==> src/rtl/pc_gen.sv <==
// Fetch-stage program counter: next-PC selection, delay-slot flag, fetch
// address fault detection and saturating conditional-branch statistics.
module pc_gen #(
  parameter logic [31:0] RESET_PC = 32'h0000_3000,
  parameter logic [31:0] EXC_PC   = 32'h0000_4180,
  parameter logic [31:0] IM_BASE  = 32'h0000_3000,
  parameter logic [31:0] IM_BYTES = 32'h0000_4000,
  parameter int          CNT_W    = 16
) (
  input  logic             clk,
  input  logic             reset_n,
  input  logic             stall,
  input  logic             d_valid,
  input  logic [1:0]       d_op,
  input  logic             d_taken,
  input  logic [31:0]      d_pc,
  input  logic [15:0]      d_imm16,
  input  logic [25:0]      d_index26,
  input  logic [31:0]      d_rs,
  input  logic             exc_req,
  input  logic             eret_req,
  input  logic [31:0]      epc,
  input  logic             cnt_clr,
  output logic [31:0]      pc_f,
  output logic [31:0]      npc,
  output logic             bd_f,
  output logic             fetch_exc,
  output logic [CNT_W-1:0] br_cnt,
  output logic [CNT_W-1:0] br_taken_cnt
);

  localparam logic [1:0] OP_SEQ = 2'b00;
  localparam logic [1:0] OP_BR  = 2'b01;
  localparam logic [1:0] OP_J   = 2'b10;
  localparam logic [1:0] OP_JR  = 2'b11;

  localparam logic [32:0] IM_LO = {1'b0, IM_BASE};
  localparam logic [32:0] IM_HI = {1'b0, IM_BASE} + {1'b0, IM_BYTES};

  function automatic logic [CNT_W-1:0] sat_inc(input logic [CNT_W-1:0] v);
    if (&v)
      return v;
    else
      return v + {{(CNT_W-1){1'b0}}, 1'b1};
  endfunction

  logic signed [31:0] br_off;
  logic        [31:0] br_target;
  logic        [31:0] j_target;
  logic               advance;
  logic               is_br;
  logic               is_redirect;

  assign br_off      = {{14{d_imm16[15]}}, d_imm16, 2'b00};
  assign br_target   = d_pc + 32'd4 + $unsigned(br_off);
  assign j_target    = {d_pc[31:28], d_index26, 2'b00};
  assign advance     = !stall && !exc_req && !eret_req;
  assign is_br       = d_valid && (d_op == OP_BR);
  assign is_redirect = d_valid && (d_op != OP_SEQ);

  // Next-PC priority: exception, eret, stall hold, D redirect, sequential.
  always_comb begin
    npc = pc_f + 32'd4;
    if (exc_req)
      npc = EXC_PC;
    else if (eret_req)
      npc = epc;
    else if (stall)
      npc = pc_f;
    else if (is_br && d_taken)
      npc = br_target;
    else if (d_valid && d_op == OP_J)
      npc = j_target;
    else if (d_valid && d_op == OP_JR)
      npc = d_rs;
  end

  // Widened compare keeps IM_BASE + IM_BYTES from wrapping at the top of memory.
  assign fetch_exc = (pc_f[1:0] != 2'b00)
                  || ({1'b0, pc_f} < IM_LO)
                  || ({1'b0, pc_f} >= IM_HI);

  always_ff @(posedge clk or negedge reset_n) begin
    if (!reset_n) begin
      pc_f <= RESET_PC;
      bd_f <= 1'b0;
    end else begin
      pc_f <= npc;
      if (exc_req || eret_req)
        bd_f <= 1'b0;
      else if (!stall)
        bd_f <= is_redirect;
    end
  end

  // Clear dominates any same-cycle increment.
  always_ff @(posedge clk or negedge reset_n) begin
    if (!reset_n) begin
      br_cnt       <= '0;
      br_taken_cnt <= '0;
    end else if (cnt_clr) begin
      br_cnt       <= '0;
      br_taken_cnt <= '0;
    end else if (advance && is_br) begin
      br_cnt <= sat_inc(br_cnt);
      if (d_taken)
        br_taken_cnt <= sat_inc(br_taken_cnt);
    end
  end

endmodule

==> config.mk <==
export PLATFORM = sky130hd
export DESIGN_NAME = pc_gen
export DESIGN_NICKNAME = d
export VERILOG_FILES = /design/src/rtl/pc_gen.sv
export SDC_FILE = /design/constraint.sdc
export NUM_CORES = 1
export LEC_CHECK = 0
export CAP_MARGIN = 5
export CORE_ASPECT_RATIO = 1.4
export CORE_MARGIN = 3
export CORE_UTILIZATION = 46
export CTS_CLUSTER_SIZE = 14
export DETAILED_ROUTE_END_ITERATION = 10
export GPL_TIMING_DRIVEN = 0
export PLACE_DENSITY_LB_ADDON = 0.05
export SYNTH_ARGS = -nofsm -noshare
export SYNTH_HDL_FRONTEND = slang
export SYNTH_SLANG_ARGS = --single-unit
==> constraint.sdc <==
create_clock -name clk -period 4.4 [get_ports clk]
set_input_delay 0.66 -clock clk [delete_from_list [all_inputs] [get_ports clk]]
set_output_delay 0.66 -clock clk [all_outputs]
set_load 0.05 [all_outputs]
==> impl_metrics.yaml <==
grt:
  grt_pass1_wl_um: 39400
  grt_pass1_vias: 7446
  grt_overflow_total: 0
  grt_start_max_net_pins: 66
  antenna_found_initial: 1
  grtUsageTotal: 0.314
floorplan:
  rows: 51
  die_h_um: 148
  ios: 246
  fp.coreArea_sq_um: 14000
  die_area_sq_um: 16000
  start_util: 0.474
  dieWidth_um: 108
final_layout:
  multi_input_area_sq_um: 4980
  fillers: 1204
  drive_above_1_share: 0.125
  layout_commonest_cell: "clkdlybuf4s50_1"
  syn_to_final_growth_pct: 49.4
  final_cell_mix: "clkdlybuf4s50_1, nor2_1, nand2_1, a21oi_1, dfrtp_1"
  register_area_sq_um: 1630
  nets: 1299
  final_cell_count_no_fill: 1279
timing:
  setup_viol: 0
  slew_violations: 0
  finalHoldViolations: 0
  fin_crit_sh: 0.987
  finClkSkew_ns: 0.00777
  worstMarginPinSlew_ns: 0.875
  worst_slew_margin_rel: 0.416
  timing.fmax_mhz: 230
  final.min_clock_period_ns: 4.34
logic_synthesis:
  synth.avg_cell_area_sq_um: 8.12
  ys_ff_latch: 65
  synth_edf_count: 0
  ys_async_sr_fraction: 1.00
  synth_ff_type: "dfrtp_1"
  synth_cell_type_count: 74
  synth_fp_nets: 1030
  netlist_instances: 820
  yosysSeqAreaShare: 0.245
  synth_area_sq_um: 6660
  yosys_warnings: 0
run:
  maxCapViolations: 0
critical_path:
  cp.required_ns: 3.74
  cp_slowest_cell: "clkdlybuf4s50_1"
  timing.critical_path.max_delay_family: "buffers and inverters"
  cp-start-kind: "primary input"
  criticalPathCategory: "primary input to primary output"
  cp_slowest_stage_delay_ns: 0.46
  crit_chain: "clkdlybuf4s50_1 -> ha_1 -> ha_1 -> buf_6 -> buf_4 -> nand4_1 -> or2_0 -> o2111a_2 -> nand2b_4 -> nor3_2 -> mux2i_1 -> o41a_1 -> clkbuf_4"
  crit_top_cell: "ha_1"
  crit_arrival_ns: 3.68
  cp-end-kind: "primary output"
  path_buf_inv: 4
  cp_max_fo: 5
power_and_ir_drop:
  p_leak_nw: 4.13
  power_mw: 2.51
  vdd_ir_drop_max_uv: 169
  power_density_nw_per_um2: 253
min_path:
  hp-class: "primary input to async pin"
routing:
  vias: 7421
  vias_per_cell: 5.80
  first_pass_iters: 5
  drc_errors: 0
  ant_nets: 0
  wirelength_um: 26100
  drt_iter0_markers: 567
  wl_per_cell_um: 20.4
clocking:
  numClockSinks: 65
  cts_tree: "done"
  cts-root-buf: "clkbuf_16"
  clock_latency_ns: 0.34
  cts_buffers: 9
  clk_pin_slew_ns: 0.06
  cts_max_path_buffers: 2
  ctsHoldBuffers: 0
  htree_levels: 3
placement:
  dp_hpwl_um: 20100
  gp_congestion: 0.977
  dp.cells: 1247
  numPortBuffers: 242
outcome:
  outcome: "finished, final reports clean"
[path summary, 6_finish.rpt]
check                               from               to  slack, ns  cells past startpoint
worst min-delay path             reset_n  br_taken_cnt[0]       0.44                      1
worst max register to register   pc_f[2]         pc_f[22]       1.77                      9
max in group asynchronous        reset_n         pc_f[25]       3.38                      1
worst max-delay path            d_pc[16]          npc[24]       0.06                     13
min in group clk                    bd_f             bd_f       0.54                      2
worst min register to register      bd_f             bd_f       0.54                      2
[kinds of logic (layout without fill, tap and decap cells)]
logic type               after synthesis  count (layout)  synth area share
AND/OR/NAND/NOR                      286             286             0.220
buffers and inverters                 67             340            0.0408
XOR/XNOR                              72              72            0.0947
multiplexers                          41              41            0.0622
flip-flops                            65              65             0.245
AO/OA/AOI/OAI                        227             227             0.220
adder cells (fa/ha/maj)               62              62             0.118
other                                  0               1                 0
[cell usage after synthesis, types with 6 or more instances]
library cell  count  area share
a21oi_1          74       0.056
nand3_1          33       0.025
inv_1            23       0.013
nor2_1           80       0.045
dfrtp_1          63        0.24
and4_1            6      0.0079
nand4_1          20       0.019
buf_2            13      0.0098
nor2b_1           6      0.0056
ha_1             61        0.11
a221oi_1          8       0.011
and2_1            7      0.0066
xor2_1           37       0.049
nor3_1           12      0.0090
o21ai_0          52       0.039
o211ai_1         18       0.020
clkbuf_1         26       0.015
mux2i_1          38       0.057
a211oi_1         16       0.018
xnor2_1          35       0.046
nand2_1          77       0.043
a21o_1            7      0.0079
nor4_1            6      0.0056
nand2b_1          7      0.0066
[what timing repair did]
| action | CTS | global route |
|---|---|---|
| pin swaps | 12 | 21 |
| buffers inserted | 8 | 11 |
| hold endpoints to repair | 0 | 0 |
| setup endpoints to repair | 31 | 32 |
| gates resized for setup | 144 | 67 |
[worst reg2reg max path: stages (launching register included)]
cell and delay [ns]:
dfrtp_1 0.42, ha_1 0.24, nand2_1 0.16, nor4_4 0.53, and2_4 0.27, nand2_2 0.06, xor2_1 0.15, a211oi_2 0.27
a21oi_1 0.11, o31ai_2 0.31
[state kept, by name (all words and copies together) (netlist names)]
| signal | cells |
|---|---|
| pc_f | 32 |
| bd_f | 1 |
| br_taken_cnt | 16 |
| br_cnt | 16 |
[through the flow]
stage	instance area, sq um	util	setup WS [ns]	setup TNS (ns)	hold WS (ns)
2_1_floorplan	6660	-	0.0505	0	0.364
3_3_place_gp	9320	0.664	-1.02	-17.73	0.518
3_5_place_dp	9310	0.663	-1.02	-17.95	0.531
4_1_cts	9760	0.695	-0.00954	-0.0155	0.473
5_1_grt	9940	0.708	-0.0509	-0.221	0.496
6_report	9940	0.708	0.0585	0	0.438
[report_power, final]
group | total (mW) | leakage [nW] | switching (mW) | internal (mW)
Clock | 0.800 | 0.152 | 0.303 | 0.496
Sequential | 0.662 | 0.867 | 0.0417 | 0.621
Combinational | 1.05 | 3.11 | 0.603 | 0.447
Total | 2.51 | 4.13 | 0.948 | 1.56
[routing by layer]
metal,part of all wire,GRT usage,vias up
li1,-,-,3549
met1,0.39,0.373,3502
met2,0.50,0.542,318
met3,0.075,0.0682,52
met4,0.032,0.132,0
met5,0,0,-
[cell type report]
cell class,count,area share
Multi-Input combinational cell,688,0.501
Antenna cell,1,0.000252
Sequential cell,65,0.164
Tap cell,185,0.0233
Clock buffer,9,0.0227
Inverter,23,0.00868
Timing Repair Buffer,260,0.251
Clock inverter,6,0.00944
Buffer,42,0.0195
Note: power is estimated with default switching activity, not from simulation.
